===== config.mk =====
export PLATFORM = sky130hd
export DESIGN_NAME = vga_sync_gen
export DESIGN_NICKNAME = d
export VERILOG_FILES = /design/src/rtl/vga_pkg.sv /design/src/rtl/vga_pixel_tick.sv /design/src/rtl/vga_sync_gen.sv
export SDC_FILE = /design/constraint.sdc
export NUM_CORES = 1
export LEC_CHECK = 0
export ABC_AREA = 1
export CORE_AREA = 5 5 53 59
export DETAILED_ROUTE_END_ITERATION = 6
export DIE_AREA = 0 0 58 64
export GPL_ROUTABILITY_DRIVEN = 0
export GPL_TIMING_DRIVEN = 0
export PLACE_DENSITY = 0.88
export REMOVE_ABC_BUFFERS = 1
export SLEW_MARGIN = 10
export SYNTH_ARGS = -nofsm -noshare
export SYNTH_HDL_FRONTEND = slang
export SYNTH_HIERARCHICAL = 1
export SYNTH_SLANG_ARGS = --single-unit

===== constraint.sdc =====
create_clock -name clk -period 4.1 [get_ports clk]
set_input_delay 0.41 -clock clk [delete_from_list [all_inputs] [get_ports clk]]
set_output_delay 0.41 -clock clk [all_outputs]
set_load 0.01 [all_outputs]

===== src/rtl/vga_pkg.sv =====
// Shared VGA timing defaults and the coordinate type used by the pixel pipeline.
package vga_pkg;

    localparam int unsigned VGA_H_DISPLAY = 640;
    localparam int unsigned VGA_H_FRONT   = 16;
    localparam int unsigned VGA_H_SYNC    = 96;
    localparam int unsigned VGA_H_BACK    = 48;
    localparam int unsigned VGA_V_DISPLAY = 480;
    localparam int unsigned VGA_V_FRONT   = 10;
    localparam int unsigned VGA_V_SYNC    = 2;
    localparam int unsigned VGA_V_BACK    = 33;
    localparam int unsigned VGA_CLK_DIV   = 4;

    localparam int unsigned VGA_H_TOTAL =
        VGA_H_DISPLAY + VGA_H_FRONT + VGA_H_SYNC + VGA_H_BACK;
    localparam int unsigned VGA_V_TOTAL =
        VGA_V_DISPLAY + VGA_V_FRONT + VGA_V_SYNC + VGA_V_BACK;

    typedef logic [9:0] coord_t;

    // True when lo <= v < hi.
    function automatic logic in_range(coord_t v, int unsigned lo, int unsigned hi);
        return (32'(v) >= lo) && (32'(v) < hi);
    endfunction

endpackage


===== src/rtl/vga_pixel_tick.sv =====
// Divides the system clock into a one-clk pixel-rate strobe every CLK_DIV clocks.
module vga_pixel_tick #(
    parameter int unsigned CLK_DIV = 4
) (
    input  logic clk,
    input  logic reset,
    output logic p_tick
);

    localparam int unsigned DivW = (CLK_DIV > 1) ? $clog2(CLK_DIV) : 1;
    localparam logic [DivW-1:0] DivLast = DivW'(CLK_DIV - 1);

    logic [DivW-1:0] div_q, div_d;

    always_comb begin
        div_d = (div_q == DivLast) ? '0 : div_q + DivW'(1);
    end

    always_ff @(posedge clk) begin
        if (reset) begin
            div_q <= '0;
        end else begin
            div_q <= div_d;
        end
    end

    // Gating with reset keeps the strobe low in reset even when CLK_DIV is 1.
    assign p_tick = ~reset & (div_q == DivLast);

endmodule


===== src/rtl/vga_sync_gen.sv =====
// VGA timing generator: pixel/line counters, sync and video_on decode, frame strobe.
// Define VGA_SYNC_REGOUT_EN to register hsync, vsync and video_on.
module vga_sync_gen
    import vga_pkg::*;
#(
    parameter int unsigned H_DISPLAY = VGA_H_DISPLAY,
    parameter int unsigned H_FRONT   = VGA_H_FRONT,
    parameter int unsigned H_SYNC    = VGA_H_SYNC,
    parameter int unsigned H_BACK    = VGA_H_BACK,
    parameter int unsigned V_DISPLAY = VGA_V_DISPLAY,
    parameter int unsigned V_FRONT   = VGA_V_FRONT,
    parameter int unsigned V_SYNC    = VGA_V_SYNC,
    parameter int unsigned V_BACK    = VGA_V_BACK,
    parameter int unsigned CLK_DIV   = VGA_CLK_DIV
) (
    input  logic       clk,
    input  logic       reset,
    output logic       p_tick,
    output logic [9:0] x,
    output logic [9:0] y,
    output logic       video_on,
    output logic       hsync,
    output logic       vsync,
    output logic       frame_start
);

    localparam int unsigned H_TOTAL = H_DISPLAY + H_FRONT + H_SYNC + H_BACK;
    localparam int unsigned V_TOTAL = V_DISPLAY + V_FRONT + V_SYNC + V_BACK;

    localparam int unsigned HsStart = H_DISPLAY + H_FRONT;
    localparam int unsigned HsEnd   = H_DISPLAY + H_FRONT + H_SYNC;
    localparam int unsigned VsStart = V_DISPLAY + V_FRONT;
    localparam int unsigned VsEnd   = V_DISPLAY + V_FRONT + V_SYNC;

    localparam coord_t HLast = coord_t'(H_TOTAL - 1);
    localparam coord_t VLast = coord_t'(V_TOTAL - 1);

    if (H_TOTAL > 1024 || V_TOTAL > 1024) begin : g_total_check
        $error("vga_sync_gen: H_TOTAL and V_TOTAL must not exceed 1024");
    end

    if (CLK_DIV < 1) begin : g_div_check
        $error("vga_sync_gen: CLK_DIV must be at least 1");
    end

    vga_pixel_tick #(
        .CLK_DIV(CLK_DIV)
    ) u_pixel_tick (
        .clk   (clk),
        .reset (reset),
        .p_tick(p_tick)
    );

    coord_t x_q, x_d, y_q, y_d;
    logic   x_wrap;

    always_comb begin
        x_d    = x_q;
        y_d    = y_q;
        x_wrap = p_tick && (x_q == HLast);
        if (p_tick) begin
            x_d = x_wrap ? '0 : x_q + coord_t'(1);
        end
        if (x_wrap) begin
            y_d = (y_q == VLast) ? '0 : y_q + coord_t'(1);
        end
    end

    always_ff @(posedge clk) begin
        if (reset) begin
            x_q <= '0;
            y_q <= '0;
        end else begin
            x_q <= x_d;
            y_q <= y_d;
        end
    end

    assign x           = x_q;
    assign y           = y_q;
    assign frame_start = x_wrap && (y_q == VLast);

    // Returns {visible, hsync_n, vsync_n} for a coordinate pair.
    function automatic logic [2:0] sync_decode(coord_t cx, coord_t cy);
        logic vis, hs, vs;
        vis = (32'(cx) < H_DISPLAY) && (32'(cy) < V_DISPLAY);
        hs  = ~in_range(cx, HsStart, HsEnd);
        vs  = ~in_range(cy, VsStart, VsEnd);
        return {vis, hs, vs};
    endfunction

    logic [2:0] sync_raw;

`ifdef VGA_SYNC_REGOUT_EN
    logic [2:0] sync_q;

    // Loading from the next-state counters keeps the flops aligned with x/y.
    always_ff @(posedge clk) begin
        if (reset) begin
            sync_q <= sync_decode('0, '0);
        end else begin
            sync_q <= sync_decode(x_d, y_d);
        end
    end

    assign sync_raw = sync_q;
`else
    assign sync_raw = sync_decode(x_q, y_q);
`endif

    // Counters sit at 0,0 in reset, so video_on must be masked explicitly.
    assign video_on = sync_raw[2] & ~reset;
    assign hsync    = sync_raw[1];
    assign vsync    = sync_raw[0];

endmodule


## Word level (Yosys, flattened, before mapping)

Cells that the tools add are included.

| word-level totals | value |
|---|---|
| RAM bits | 0 |
| memories kept | 0 |
| bits in latches | 0 |
| input port bits | 2 |
| bits in registers | 22 |
| memory bits (read-only) | 0 |

| operators by class | value |
|---|---|
| reduce and logical (&&, ||, !) cells | 6 |
| magnitude comparators | 6 |
| bitwise logic cells | 5 |
| equal/unequal tests | 3 |
| mux-type cells | 2 |
| add/subtract/negate cells | 3 |
| shifts and indexed selects | 0 |
| divide/modulo/power cells | 0 |
| multiply operators | 0 |

Operators with widths:

| kind | number |
|---|---|
| 10-bit by 1-bit adder with 10-bit output (second input constant) | 2 |
| 10-bit == test (second input constant) | 2 |
| 10-bit less-than comparator (second input constant) | 2 |
| 10-bit by 9-bit less-than comparator with 1-bit output (second input constant) | 2 |
| 10-bit 2-to-1 mux | 2 |
| 10-bit >= comparator (second input constant) | 1 |
| 10-bit by 9-bit >= comparator with 1-bit output (second input constant) | 1 |
| 1-bit logical AND | 5 |
| 1-bit inverter | 3 |
| 2-bit by 1-bit adder with 2-bit output (second input constant) | 1 |
| 1-bit AND | 2 |
| 2-bit == test (second input constant) | 1 |
| 2-bit OR reduction | 1 |

## Logic depth before layout (Yosys ltp)

Gate-level depths: netlist of run 1.

| depth | value |
|---|---|
| depth after elaboration | 4 |
| mapped depth | 10 |

## By module

Netlist of run 1, hierarchy kept.

By module, submodules not included:

| module | sequential area each (µm²) | cells an instance | area each (µm²) | times used |
|---|---|---|---|---|
| vga_sync_gen | 400.4 | 185 | 1189.9 | 1 |
| vga_pixel_tick | 40.0 | 10 | 78.8 | 1 |

## Worst setup path before layout of run 1

Ideal clock, no wire load.

| timing | value |
|---|---|
| path type | reg2out |
| start | reg u_pixel_tick.div_q[0] |
| end | out frame_start |
| path slack | 2.118 ns |
| stages on the path, launching flop included | 8 |
| data required time | 3.690 ns |
| arrival | 1.572 ns |
| path buffers | 0 |
| path through | dfxtp_1 -> ha_1 -> inv_2 -> nor2_1 -> nand3_2 -> nor2_1 -> nand3_2 -> nor2_1 |

| between the ends | value |
|---|---|
| word-level cells in the longest chain between the ends | 4 |

Ends and longest elaborated chain:

| element | RTL line | source |
|---|---|---|
| start, declared | vga_pixel_tick.sv:13 | `logic [DivW-1:0] div_q, div_d;` |
| start signal, assigned | vga_pixel_tick.sv:23 | `div_q <= div_d;` |
| 2-bit == test | vga_pixel_tick.sv:28 | `assign p_tick = ~reset & (div_q == DivLast);` |
| 1-bit AND | vga_pixel_tick.sv:28 |  |
| net p_tick | vga_sync_gen.sv:18 | `output logic p_tick,` |
| 1-bit logical AND | vga_sync_gen.sv:60 | `x_wrap = p_tick && (x_q == HLast);` |
| 1-bit logical AND | vga_sync_gen.sv:81 | `assign frame_start = x_wrap && (y_q == VLast);` |
| end, declared | vga_sync_gen.sv:24 | `output logic frame_start` |

The timed path passes the listed nets, and every way through them passes these cells.

## Worst setup path in the final report of run 1

| timing | value |
|---|---|
| start | in reset |
| end | out frame_start |

| between the ends | value |
|---|---|
| word-level cells in the longest chain between the ends | 4 |

Ends and longest elaborated chain:

| element | RTL line | source |
|---|---|---|
| start, declared | vga_sync_gen.sv:17 | `input logic reset,` |
| 1-bit inverter | vga_pixel_tick.sv:28 |  |
| 1-bit AND | vga_pixel_tick.sv:28 |  |
| 1-bit logical AND | vga_sync_gen.sv:60 |  |
| 1-bit logical AND | vga_sync_gen.sv:81 |  |

Every way passes these cells.

==> results of run 1 <==
-- kinds of logic (layout without fill, tap and decap cells) --
kind of cell,after synthesis,count (layout)
adder cells (fa/ha/maj),5,5
AO/OA/AOI/OAI,13,13
flip-flops,22,22
buffers and inverters,33,61
XOR/XNOR,1,1
AND/OR/NAND/NOR,121,121
-- area by class of cell --
| cell class | count | area (sq um) |
|---|---|---|
| Clock buffer | 3 | 22.5 |
| Fill cell | 241 | 893 |
| Inverter | 32 | 120 |
| Multi-Input combinational cell | 140 | 697 |
| Sequential cell | 22 | 440 |
| Tap cell | 31 | 38.8 |
| Timing Repair Buffer | 26 | 260 |
-- power breakdown --
part           switching (mW)  leakage [nW]  total, mW  internal [mW]
registers             0.00157         0.178      0.218          0.217
logic                  0.0139         0.489     0.0219        0.00805
clock network          0.0618        0.0138     0.0961         0.0342
total                  0.0773         0.680      0.336          0.259
-- how the worst min path moves through the flow --
stage	startpoint	endpoint	cells after the start
finish	u_pixel_tick/div_q[0]	u_pixel_tick/div_q[0]	1
global route	u_pixel_tick/div_q[0]	u_pixel_tick/div_q[0]	1
CTS	u_pixel_tick/div_q[0]	u_pixel_tick/div_q[0]	1
detailed placement	u_pixel_tick/div_q[0]	u_pixel_tick/div_q[0]	1
global placement	u_pixel_tick/div_q[0]	u_pixel_tick/div_q[0]	1
floorplan	u_pixel_tick/div_q[0]	u_pixel_tick/div_q[0]	1
-- layer usage --
layer | track usage (%) | vias to the layer above | wire, microns
met5 | 0 | - | 0
met1 | 19.1 | 574 | 1230
met3 | 3.02 | 6 | 166
met4 | 6.96 | 0 | 34
li1 | - | 664 | -
met2 | 29.5 | 41 | 1340
-- stage by stage --
stage	total power [mW]	setup WS (ps)	std cells	hold WS (ps)	instance area, sq um
after global placement	0.243	925	251	410	1560
after floorplan	0.236	2120	194	397	1260
after CTS	0.340	900	254	428	1580
after detailed placement	0.244	897	251	411	1560
final	0.336	897	254	423	1580
after global routing	0.352	678	254	439	1580
-- placed cells by master, fill, tap and decap left out, types with 4 or more instances in the layout --
master           synthesis  final
a21oi_1                  8      8
clkdlybuf4s50_1          0     26
dfxtp_1                 22     22
ha_1                     5      5
inv_1                   31     31
nand2_1                 52     52
nand3_1                 15     15
nand3_2                  4      4
nor2_1                  36     36
nor3_1                   4      4
-- sequential cells by signal, indices dropped and copies added, names as in the netlist --
| name | flops |
|---|---|
| x | 10 |
| y | 10 |
| u_pixel_tick/div_q | 2 |
==> results.md, run 1 <==
- Worst slew pin tran: 641 ps
- YS warnings: 6
- Setup Crit Path Kind: input port to primary output
- CTS Root Cell: clkbuf_4
- RSZ-0062 raised after global routing: false
- Postcts setup bufs: 0
- Clk_skew: 2.07 ps
- Die Height: 64 microns
- Wirelength per Cell: 10.9 microns
- Ys flop type: dfxtp_1
- Worst path depth: 7
- Count leader, synth: nand2_1
- Max-slew violations: 0
- Post-synthesis simple-gate area fraction: 44.0%
- Via count: 1285
- Initial Utilization: 51.3%
- Post-synth top cells: 52 x nand2_1, 36 x nor2_1, 31 x inv_1, 22 x dfxtp_1, 15 x nand3_1
- FMAX: about 310 MHz
- Cell mode on critical path: nor2_1
- Outcome: complete, no violations
- TritonCTS buffer count: 3
- Setup TNS: 0 ps
- Worst-Skew Late Latency: 300 ps
- Crit-path slowest cell: clkdlybuf4s50_1
- Pin count of the biggest net entering global routing: 17
- Post-synth EDFFs: 0
- Crit. Startpoint: reset
- Synth Area in Adders: approximately 4.9%
- Post-route ant nets: 0
- Worst slew margin: 57.1%
- Final period utilization: 78.1%
- Critical path's largest stage delay: 590 ps
- Critical Path End: frame_start
- Post-Syn Instances: between 150 and 200
- R2r worst-path depth: 10
- Unique masters post-synth: 22
- Final hold vios: 0
- Layout cells sized above 1: 5.83%
- Reg2reg start: u_pixel_tick/div_q[0]
- Avg Inst Size Synth: ~6.5 sq um
- Min cycle time layout: 3200 ps
- Crit Reg-Reg Endpoint: y[1]
- # clock sinks: 22
- Antenna diodes: 0
- Synth top area share: 34.7%
- Final setup viols: 0
- Compound-Gate Fraction of Synth Area: 5.33%
- R2R Setup Slk: 2070 ps
- Final core occ: 63.9%
- Worst setup EP type: primary output
- Power Dens Cells: between 200 and 250 nW/um^2
- First-pass GRT wire length: ~5000 microns
- Maxcap violations: 0
- PortBufs: 26
- Core area: roughly 2500 sq um
- Post-synthesis mux area share: 0%
- Synth-to-Final Area Change: 24.5%
- Largest family of logic cells by synthesized area: simple AND/OR/NAND/NOR gates
- Yosys reg bits: 22
- CTS tree: done
- Worst hold-check path type: flip-flop to flip-flop
- DIE WIDTH: 58 microns
- Dpl hpwl: 2060 microns
- Fin nets: between 200 and 250
- Critical Path RT: 3690 ps
- Vias per cell: 5.06
- Total GRT Usage: 16.6%
- Clock transition at path regs: 120 ps
- Critical Path Fanout Max: 9
- Top Family by Delay on Critical Path: simple AND/OR/NAND/NOR gates
- Leakage power: 0.680 nW
- Clk buf depth: 2
- CTS HTree Levels: 1
- CP Data Arrival Time: about 2800 ps
- Peak VDD IR: 169 uV
- Post-synthesis xor/xnor area fraction: less than 1%
- Cell row count: 19
- DRC Markers: 0
- Vias in the first global route: 1188
- Mapped Area: between 1000 and 1500 sq um
- Crit path cell chain: clkdlybuf4s50_1, nor2_1, nand3_2, nor2_1, nand3_2, nor2_1, clkdlybuf4s50_1
- Initial DRT Pass Iterations: 4
- GRT overflow: 0
- Register area share after synthesis: 34.7%
- Die ar.: ~3700 sq um
- Async SR Flop Fraction: 0%
- Crit start category: input port
- Hold Buf Count CTS: 0
- WP buf/inv: 2
- Initial DRC count: 46
- WL final: roughly 2800 microns
- Initial antenna violation count: 0
- Yosys top cell by area: dfxtp_1
- Synth top area cells: dfxtp_1 35%, nand2_1 15%, nor2_1 11%
- # IOs: 27
- Resized Gates After CTS: 0
Power figures use the tool's default switching activity.
==> run 2, diff against run 1 <==
--- a/config.mk
+++ b/config.mk
@@ -6,12 +6,12 @@
 export NUM_CORES = 1
 export LEC_CHECK = 0
 export ABC_AREA = 1
-export CORE_AREA = 5 5 53 59
+export CORE_AREA = 5 5 57 64
 export DETAILED_ROUTE_END_ITERATION = 6
-export DIE_AREA = 0 0 58 64
+export DIE_AREA = 0 0 62 69
 export GPL_ROUTABILITY_DRIVEN = 0
 export GPL_TIMING_DRIVEN = 0
-export PLACE_DENSITY = 0.88
+export PLACE_DENSITY = 0.8
 export REMOVE_ABC_BUFFERS = 1
 export SLEW_MARGIN = 10
 export SYNTH_ARGS = -nofsm -noshare
==> constraint.sdc (replaced) <==
create_clock -name clk -period 2.7 [get_ports clk]
set_input_delay 0.27 -clock clk [delete_from_list [all_inputs] [get_ports clk]]
set_output_delay 0.27 -clock clk [all_outputs]
set_load 0.01 [all_outputs]
==> run 2 against run 1 <==
Effect of this change:
- first-iteration DRC count increased by 43%
- sequential power grew 52%
- final cell count grew 2.4%
- combinational power rose by 54%
- via count fell by 2.2%
- die area grew 15%
- hold slack improved by 7.1 ps
- worst setup slack got worse by 650 ps
- critical path depth stayed put
- critical path type unchanged
- highest routed layer unchanged
==> results.md, run 2 (same netlist as run 1, synthesis figures left out) <==
- Pwr Total: 0.554 mW
- Dpl hpwl: roughly 2100 microns
- Initial Utilization: 43.1%
- Leakage power: 0.698 nW
- Via count: 1257
- Clk_skew: between 1.5 and 2 ps
- Initial DRT Pass Iterations: 4
- Final period utilization: 90.8%
- Final setup viols: 0
- Die Height: 69 microns
- Max-slew violations: 0
- Critical Path RT: 2430 ps
- Cell row count: 21
- CTS tree: done
- Total placed cells including tap cells: roughly 250
- WL final: 2710 microns
- Post-route ant nets: 0
- Worst hold-check path type: flip-flop to flip-flop
- Crit start category: input port
- Final core occ: 55.0%
- GRT overflow: 0
- Hold WS: ~430 ps
- Non-filler instance count after layout: 260
- DIE WIDTH: 62 microns
- Post-DP Area: 1560 sq um
- Clk buf depth: 2
- PortBufs: 26
- Min cycle time layout: ~2500 ps
- Worst slew margin: 74.3%
- Synth-to-Final Area Change: 27.6%
- Layout cells sized above 1: 7.52%
- Design area: 1620 sq um
- First-pass GRT wire length: roughly 4800 microns
- Highest-count cells in the layout ignoring fill and taps: 52 x nand2_1, 35 x nor2_1, 31 x inv_1
- Total GRT Usage: 13.7%
- Initial antenna violation count: 0
- Initial DRC count: 66
- TritonCTS buffer count: 3
- # clock sinks: 22
- DRC Markers: 0
- Outcome: complete, no violations
- Wirelength per Cell: between 10 and 15 microns
- Vias in the first global route: 1163
- Fillers: a little under 300
- Pin count of the biggest net entering global routing: 17
- Setup Crit Path Kind: input port to primary output
- Worst-Skew Late Latency: slightly above 300 ps
- Antenna diodes: 0
- Final hold vios: 0
- Die ar.: 4280 sq um
- RSZ-0062 raised after global routing: false
- Commonest non-fill, non-tap cell in the layout: nand2_1
- Worst slew pin tran: just under 400 ps
- Core area: 2940 sq um
- Fin nets: approximately 230
- FMAX: 408 MHz
- CP Data Arrival Time: 2180 ps
- CTS Root Cell: clkbuf_4
- Power Dens Cells: 342 nW/um^2
- Maxcap violations: 0
- Clock transition at path regs: 130 ps
- # IOs: 27
- Worst setup EP type: primary output
- CTS HTree Levels: 1
- Critical Path Fanout Max: 9
- Vias per cell: 4.83
- Peak VDD IR: 220 uV
==> run 2: cell types whose count changed in the layout (fill, tap and decap cells not counted), sizes merged <==
cell,previous run,this run
clkbuf,3,4
buf,0,2
==> run 2: timing repair <==
| action | CTS | global route |
|---|---|---|
| hold endpoints to repair | 0 | 0 |
| hold buffers | 0 | 0 |
| pin swaps | 0 | 1 |
| gates resized for setup | 2 | 0 |
| setup buffers | 0 | 2 |
| setup endpoints to repair | 1 | 1 |
==> run 2: worst max-delay path: stages <==
cell	delay, ps
clkdlybuf4s50_1	600
nor2_4	230
nand3_2	100
nor2_1	140
nand3_2	150
nor2_1	140
clkdlybuf4s50_1	550
==> run 2: report_power, final <==
part	internal (mW)	total (mW)	switching [mW]
registers	0.329	0.331	0.00227
logic	0.0133	0.0337	0.0203
clock network	0.0825	0.189	0.107
==> run 2: layout make-up <==
class / count / area, sq um / share of cell area [%]
Sequential cell: 22 / 440 / 27.2
Tap cell: 34 / 42.5 / 2.63
Inverter: 32 / 120 / 7.42
Multi-Input combinational cell: 140 / 704 / 43.5
Timing Repair Buffer: 28 / 275 / 17.0
Clock buffer: 4 / 36.3 / 2.24
==> run 2: final timing paths <==
path	startpoint	to	slack, ps	depth (start not counted)
worst max register to register	u_pixel_tick/div_q[0]	y[8]	1010	9
worst min-delay path	u_pixel_tick/div_q[0]	u_pixel_tick/div_q[0]	430	1
worst max-delay path	reset	frame_start	250	7
worst min register to register	u_pixel_tick/div_q[0]	u_pixel_tick/div_q[0]	430	1
==> run 2: routing by layer <==
metal  part of all wire [%]  global-route usage [%]
met3                    2.6                    2.24
met2                     49                    22.1
met4                    1.3                    4.25
met1                     47                    18.1
met5                      0                       0
==> run 2: through the flow <==
stage	setup WS [ps]	TNS [ps]
after global placement	-228	-228
after CTS	93.4	0
final	249	0
after detailed placement	-191	-191
after floorplan	858	0
after global routing	83.0	0
==> run 3, diff against run 2 <==
--- a/config.mk
+++ b/config.mk
@@ -6,15 +6,14 @@
 export NUM_CORES = 1
 export LEC_CHECK = 0
 export ABC_AREA = 1
-export CORE_AREA = 5 5 57 64
+export CORE_AREA = 5 5 58 65
 export DETAILED_ROUTE_END_ITERATION = 6
-export DIE_AREA = 0 0 62 69
+export DIE_AREA = 0 0 63 70
 export GPL_ROUTABILITY_DRIVEN = 0
 export GPL_TIMING_DRIVEN = 0
-export PLACE_DENSITY = 0.8
+export PLACE_DENSITY = 0.79
 export REMOVE_ABC_BUFFERS = 1
 export SLEW_MARGIN = 10
 export SYNTH_ARGS = -nofsm -noshare
 export SYNTH_HDL_FRONTEND = slang
-export SYNTH_HIERARCHICAL = 1
 export SYNTH_SLANG_ARGS = --single-unit
==> run 3 against run 2 <==
Effect of this change:
- area after synthesis is 2.9% higher
- fmax is 0.61% lower
- clock skew is 8.1 ps higher
- die area is 3.1% higher
- power is 0.63% higher
- clock power hardly changed
- highest routed layer unchanged
- hold slack better by 7.1 ps
- via count is 2.5% lower
- non-clock buffer count is 2 lower
- wire length stayed put
- worst setup slack worse by 15 ps
==> results.md, run 3 <==
- Power Dens Cells: 342 nW/um^2
- Fin nets: 226
- First-pass GRT wire length: 4650 microns
- Die ar.: 4410 sq um
- Vias per cell: 4.86
- Vias in the first global route: 1091
- DIE WIDTH: 63 microns
- Final period utilization: approximately nine tenths
- # IOs: 27
- Post-route ant nets: 0
- DRC Markers: 0
- Synth-to-Final Area Change: 25.1%
- Dpl hpwl: between 2000 and 2500 microns
- YS warnings: 0
- Critical Path RT: 2430 ps
- Avg Inst Size Synth: 6.90 sq um
- Worst-Skew Late Latency: 320 ps
- Critical path's largest stage delay: 630 ps
- Clk_skew: approximately 9.9 ps
- Worst setup EP type: primary output
- Register area share after synthesis: 33.7%
- Design area: 1630 sq um
- Synth top area cells: dfxtp_1 34%, nand2_1 12%, nor2_1 9.5%
- Cell mode on critical path: clkdlybuf4s50_1
- Post-synth top cells: 42 x nand2_1, 33 x nor2_1, 28 x inv_1, 22 x dfxtp_1, 19 x nand3_1
- Min cycle time layout: 2470 ps
- Mapped Area: 1310 sq um
- Leakage power: 0.715 nW
- Die Height: 70 microns
- Final setup viols: 0
- Wirelength per Cell: 10.8 microns
- Synth top area share: 33.7%
- Ys flop type: dfxtp_1
- Crit start category: input port
- Layout cells sized above 1: 9.63%
- Postcts setup bufs: 0
- Unique masters post-synth: 26
- Crit-path slowest cell: clkdlybuf4s50_1
- PortBufs: 26
- Async SR Flop Fraction: 0%
- Critical Path Fanout Max: 9
- Cell row count: 21
- Hold Buf Count CTS: 0
- CTS tree: done
- CP Data Arrival Time: 2200 ps
- Resized Gates After CTS: 0
- Worst hold-check path type: flip-flop to flip-flop
- Worst slew margin: between 60% and 70%
- Core area: around 3000 sq um
- Post-DP Area: 1600 sq um
- Initial Utilization: about 43%
- FMAX: 406 MHz
- Count leader, synth: nand2_1
- Clk buf depth: 2
- Clock transition at path regs: 130 ps
- CTS Root Cell: clkbuf_4
- Post-Syn Instances: 189
- Crit path cell chain: clkdlybuf4s50_1, clkinv_4, nand3_2, nor2_4, nand2_4, nor2_1, clkdlybuf4s50_1
- Worst slew pin tran: roughly 450 ps
- Final hold vios: 0
- Setup Crit Path Kind: input port to primary output
- Yosys top cell by area: dfxtp_1
- Total GRT Usage: 12.7%
- Outcome: complete, no violations
- Yosys reg bits: 22
- Top Family by Delay on Critical Path: buffers and inverters
- Pin count of the biggest net entering global routing: 13
- Initial DRT Pass Iterations: 4
- Commonest non-fill, non-tap cell in the layout: nand2_1
- CTS HTree Levels: 1
- # clock sinks: 22
- Max-slew violations: 0
- RSZ-0062 raised after global routing: false
- Initial antenna violation count: 0
- Antenna diodes: 0
- Via count: 1225
- Initial DRC count: 55
- Post-synth EDFFs: 0
- Maxcap violations: 0
- WL final: 2710 microns
- GRT overflow: 0
- WP buf/inv: 3
- Peak VDD IR: 244 uV
- TritonCTS buffer count: 3
- Setup TNS: 0 ps
- Highest-count cells in the layout ignoring fill and taps: 42 x nand2_1, 33 x nor2_1, 28 x inv_1
- Fillers: 308
-- run 3: kinds of logic (layout without fill, tap and decap cells) --
group / count (synthesis) / after routing / share of synthesized area (%)
AND/OR/NAND/NOR: 117 / 117 / 45.4
buffers and inverters: 31 / 60 / 9.88
flip-flops: 22 / 22 / 33.7
AO/OA/AOI/OAI: 12 / 12 / 4.89
adder cells (fa/ha/maj): 5 / 5 / 4.79
XOR/XNOR: 2 / 2 / 1.34
-- run 3: worst register-to-register path: cells and delay by family (launching register included) --
kind	cells	cell delay, ps
simple gates	5	620
flops	1	360
fa+ha+maj	1	240
buf+inv	1	90
compound gates	1	110
-- run 3: path summary, 6_finish.rpt --
| kind | startpoint | to | slack (ps) | depth (start not counted) |
|---|---|---|---|---|
| setup / recovery | reset | frame_start | 230 | 7 |
| hold / removal | u_pixel_tick.div_q[0] | u_pixel_tick.div_q[0] | 440 | 1 |
| setup reg to reg | u_pixel_tick.div_q[0] | x[8] | 1180 | 8 |
| hold reg to reg | u_pixel_tick.div_q[0] | u_pixel_tick.div_q[0] | 440 | 1 |
-- run 3: cell type report --
cell class,count,area (sq um),share of cell area (%)
inverter,30,118,7.20
multi-input combinational,136,736,45.1
sequential,22,440,27.0
timing repair buffer,26,260,15.9
tap,34,42.5,2.61
clock buffer,4,36.3,2.22
-- run 3: stage by stage --
step / instances / hold WS [ps] / worst slack, ps / util, % / power (mW)
3_5_place_dp: 248 / 417 / 237 / 52.8 / 0.376
4_1_cts: 252 / 436 / 220 / 54.0 / 0.564
6_report: 252 / 437 / 234 / 54.0 / 0.558
5_1_grt: 252 / 443 / 78.2 / 54.0 / 0.581
2_1_floorplan: 188 / 339 / 1210 / - / 0.362
3_3_place_gp: 248 / 407 / 207 / 52.8 / 0.374
-- run 3: routing by layer --
layer  part of all wire, %  track usage [%]  up-vias
met5                     0                0        -
met2                    47             20.4       20
li1                      -                -      651
met1                    47             15.9      549
met3                   3.4             2.40        5
met4                   2.2             6.37        0
-- run 3: power by group --
part	leakage [nW]	switching, mW	internal (mW)
Combinational	0.516	0.0212	0.0142
Sequential	0.178	0.00274	0.330
Clock	0.0210	0.108	0.0824
==> RTL edit 1, RTL diff (settings of run 1) <==
The package constant `VGA_CLK_DIV` goes from 4 to 8.
--- a/src/rtl/vga_pkg.sv
+++ b/src/rtl/vga_pkg.sv
@@ -9,7 +9,7 @@
     localparam int unsigned VGA_V_FRONT   = 10;
     localparam int unsigned VGA_V_SYNC    = 2;
     localparam int unsigned VGA_V_BACK    = 33;
-    localparam int unsigned VGA_CLK_DIV   = 4;
+    localparam int unsigned VGA_CLK_DIV   = 8;
 
     localparam int unsigned VGA_H_TOTAL =
         VGA_H_DISPLAY + VGA_H_FRONT + VGA_H_SYNC + VGA_H_BACK;
Function: changed (a bounded check fails within 4 cycles, from zero or initial values and one cycle with reset high).
==> RTL edit 1 against run 1 <==
Wire length down 0.72%. Setup slack better by 20 ps. Combinational power down 25%. Power up 3.9%. Cell count up 2.0%. Clock power up 10%. Final area up 3.0%. Sequential cell count up 1. Synthesized area up 3.4%. Critical path type unchanged.
==> RTL edit 1: results (changes against run 1) <==
status:
  status: "complete, no violations"
finish:
  layout.nets: 237  # +2.2%
  diodes: 0  # unchanged
  layoutNonFillerInstCount: 259  # +2.0%
  drive_gt1_share_pct: 6.58  # +0.75 points
synthesis:
  yosys_warnings: 6  # unchanged
  ys_types: 23  # +4.5%
  synthTopCellsByArea: "dfxtp_1 (35%), nand2_1 (15%), nor2_1 (11%), inv_1 (9.2%), ha_1 (5.7%)"
  ys_async_sr_fraction_pct: 0  # unchanged
  synthCells: 199  # +2.1%
  seq_area_frac_synth_pct: 35.1  # +0.40 points
  netlist_top_cells_count: "nand2_1 (51), nor2_1 (37), inv_1 (32)"
setup_path:
  cp_slowest_stage_delay_ps: 580
  startpoint: "reset"
  cp_top_family: "simple AND/OR/NAND/NOR gates"
  cp_max_fo: 9  # unchanged
  r2r-start: "u_pixel_tick/div_q[0]"
  cpMaxStageDelayCell: "clkdlybuf4s50_1"
  arrival_ps: 2770  # -20 ps
placement:
  dp_hpwl_mm: 2.15  # +4.1%
  portBuffers: 26  # unchanged
sta:
  fin_skew_ps: 8.31  # +6.24 ps
  tightest_slew_ps: 637  # -4.64 ps
detailed_routing:
  routed-via-count: 1272  # -1.0%
  drt-pass1-iter-count: 4  # unchanged
  drt_iter0_drc: 37  # -20%
  wl_per_cell_um: 10.6  # -2.6%
clock_tree:
  root_buffer: "clkbuf_4"
  clk_pin_slew_worst_paths_ps: 120  # about the same
  cts_setup_buffers: 0  # unchanged
  htreeDepth: 1  # unchanged
  cts_made_buffers: 3  # unchanged
  clkLatencyLatePin_ps: 310
  cts.path.max_buffers: 2  # unchanged
  cts-resized-gates: 0  # unchanged
hold_path:
  min_from: "u_pixel_tick/div_q[0]"
  worstHoldPathType: "reg -> reg"
global_routing:
  grt_usage_pct: 15.7  # -0.91 points
  grt_pass1_vias: 1151  # -3.1%
  grt_max_degree: 17  # unchanged
  antenna_found_initial: 0  # unchanged
  grt_first_pass_wirelength_mm: 4.82  # -3.3%
pwr:
  leakagePower_uw: 0.000705  # +3.7%
  ir_drop_uv: 177  # +4.4%
  netSwitchingPower_uw: 80.6  # +4.3%
## RTL edit 1: logic make-up (layout without fill, tap and decap cells)
family,Yosys count,in the layout,share of synthesized area [%]
and+or+nand+nor,122,122,43.0
adders and majority gates,6,6,5.73
DFF,23,23,35.1
AOI/OAI and AO/OA,13,13,5.15
buffers and inverters,34,63,10.3
xor gates and xnor gates,1,1,0.668
## RTL edit 1: final timing paths
kind / endpoint / slack, ps / cells past startpoint
worst min-delay path: u_pixel_tick/div_q[0] / 430 / 1
worst min register to register: u_pixel_tick/div_q[0] / 430 / 1
worst max register to register: y[1] / 2000 / 11
worst max-delay path: frame_start / 920 / 7
## RTL edit 1: layer usage
layer  wire length, um  vias to the layer above  track usage (%)  part of all wire, %
li1                  -                      680                -                    -
met1              1330                      562             21.3                   48
met2              1310                       28             26.3                   47
met3                99                        2             1.21                  3.6
met4                19                        0             4.64                 0.69
met5                 0                        -                0                    0
## RTL edit 1: power by group through the flow
stage	Combinational [uW]	Sequential, uW	Clock [uW]
6_report	16.4	227	106
3_3_place_gp	16.0	232	0
2_1_floorplan	10.9	232	0
5_1_grt	19.8	227	119
3_5_place_dp	16.4	232	0
4_1_cts	16.4	227	111
## RTL edit 1: cell type report
type | count | area (um2)
Sequential cell | 23 | 460
Tap cell | 31 | 38.8
Timing Repair Buffer | 26 | 260
Fill cell | 227 | 846
Clock inverter | 1 | 5.00
Inverter | 33 | 124
Clock buffer | 3 | 22.5
Multi-Input combinational cell | 142 | 716
## RTL edit 1: through the flow
| step | setup slack (ps) | power (uW) | instance area, um2 | hold WS, ps |
|---|---|---|---|---|
| after CTS | 914 | 355 | 1630 | 434 |
| after global placement | 928 | 248 | 1600 | 410 |
| after global routing | 726 | 366 | 1630 | 451 |
| final | 918 | 349 | 1630 | 434 |
| after floorplan | 1980 | 243 | 1300 | 397 |
| after detailed placement | 923 | 248 | 1600 | 415 |
==> RTL edit 2, RTL diff (flow settings as in run 1) <==
Without the edit above. Put a register stage on the outputs `video_on`, `hsync`, `vsync` and `frame_start`, with the module's reset. The values now appear one clock later. The other outputs are not delayed to match.
--- a/src/rtl/vga_sync_gen.sv
+++ b/src/rtl/vga_sync_gen.sv
@@ -78,7 +78,19 @@
 
     assign x           = x_q;
     assign y           = y_q;
-    assign frame_start = x_wrap && (y_q == VLast);
+    always_ff @(posedge clk) begin
+        if (reset) begin
+            video_on    <= '0;
+            hsync       <= '0;
+            vsync       <= '0;
+            frame_start <= '0;
+        end else begin
+            video_on    <= sync_raw[2] & ~reset;
+            hsync       <= sync_raw[1];
+            vsync       <= sync_raw[0];
+            frame_start <= x_wrap && (y_q == VLast);
+        end
+    end
 
     // Returns {visible, hsync_n, vsync_n} for a coordinate pair.
     function automatic logic [2:0] sync_decode(coord_t cx, coord_t cy);
@@ -109,9 +121,6 @@
 `endif
 
     // Counters sit at 0,0 in reset, so video_on must be masked explicitly.
-    assign video_on = sync_raw[2] & ~reset;
-    assign hsync    = sync_raw[1];
-    assign vsync    = sync_raw[0];
 
 endmodule
 
Check against the original RTL: not equivalent (Yosys sat finds a counterexample within 4 cycles, from zero or initial values and one cycle with reset high).
==> RTL edit 2 against run 1 <==
Sequential cell count is 4 higher. Setup slack improved by 540 ps. Clock skew rose by 9.4 ps. Synthesized cell count is 6.2% higher. Final area is 11% higher. Critical path depth down 4. Power increased by 37%. Register-to-register slack improved by 150 ps. Cell count grew 3.9%. Core utilization up 6.7 points. Synthesized area up 13%. Wire length rose by 5.2%. Count of clock-buffer cells in the layout is the same. Critical path type unchanged.
==> RTL edit 2: results (changes against run 1) <==
setup_path:
  cp_slowest_stage_delay_ps: 650  # +60 ps
  cp_top_family: "buffers and inverters"
  cp_max_fo: 12  # +3
detailed_routing:
  wl_per_cell_um: 11.1  # +1.2%
  via_per_inst: 5.01  # -0.94%
  m1WireLength_mm: 1.40  # +13%
synthesis:
  seq_area_frac_synth_pct: 36.4  # +1.7 points
  synthTopCellsByArea: "dfxtp_1 (36%), nand2_1 (13%), inv_1 (8.4%), nor2_1 (7.6%), nand3_1 (5.3%)"
  synth_area_mm2: 0.00143  # +13%
  netlist_top_cells_count: "nand2_1 (48), inv_1 (32), nor2_1 (29)"
  syn-mean-instance-area_um2: 6.90  # +6.1%
finish:
  layout.nets: 241  # +3.9%
  layout.comb_gates.multi_input: 141  # +0.71%
  nFillCells: 226  # -6.2%
  final-clk-cell-share_pct: 3.01  # +1.6 points
  drive_gt1_share_pct: 9.44  # +3.6 points
sta:
  tightest_slew_ps: 573  # -68.9 ps
global_routing:
  grt_pass1_vias: 1178  # -0.84%
  grt_max_degree: 16  # -1
  grt_usage_pct: 16.9  # +0.31 points
  grt_first_pass_wirelength_mm: 5.08  # +1.8%
  grtUsageMet1_pct: 22.8  # +3.6 points
status:
  status: "complete, no violations"
pwr:
  ir_drop_uv: 382  # +130%
clock_tree:
  clkLatencyLatePin_ps: 330  # +30 ps
RTL edit 2: cell count changes in the layout (fill, tap and decap cells not counted), moves of 3 or more:
cell / run 1 / this run
nor2_1: 36 / 29
dfxtp_1: 22 / 26
nand2_1: 52 / 48
nand2_2: 0 / 4
nand4_1: 3 / 7
nand3_2: 4 / 1
nor2_4: 1 / 4
RTL edit 2: cell families (layout without fill, tap and decap cells):
kind of cell / after synthesis / count (layout) / share of synthesized area, %
compound gates: 15 / 15 / 5.69
xor+xnor: 3 / 3 / 1.84
fa+ha+maj: 5 / 5 / 4.38
buf+inv: 40 / 66 / 12.3
flops: 26 / 26 / 36.4
simple gates: 118 / 118 / 39.4
RTL edit 2: worst paths after layout:
check | start | to | slack, ps | cells after the start
max | reset | p_tick | 1440 | 3
min | u_pixel_tick/div_q[0] | u_pixel_tick/div_q[0] | 440 | 1
max reg2reg | u_pixel_tick/div_q[0] | y[6] | 2220 | 10
min reg2reg | u_pixel_tick/div_q[0] | u_pixel_tick/div_q[0] | 440 | 1
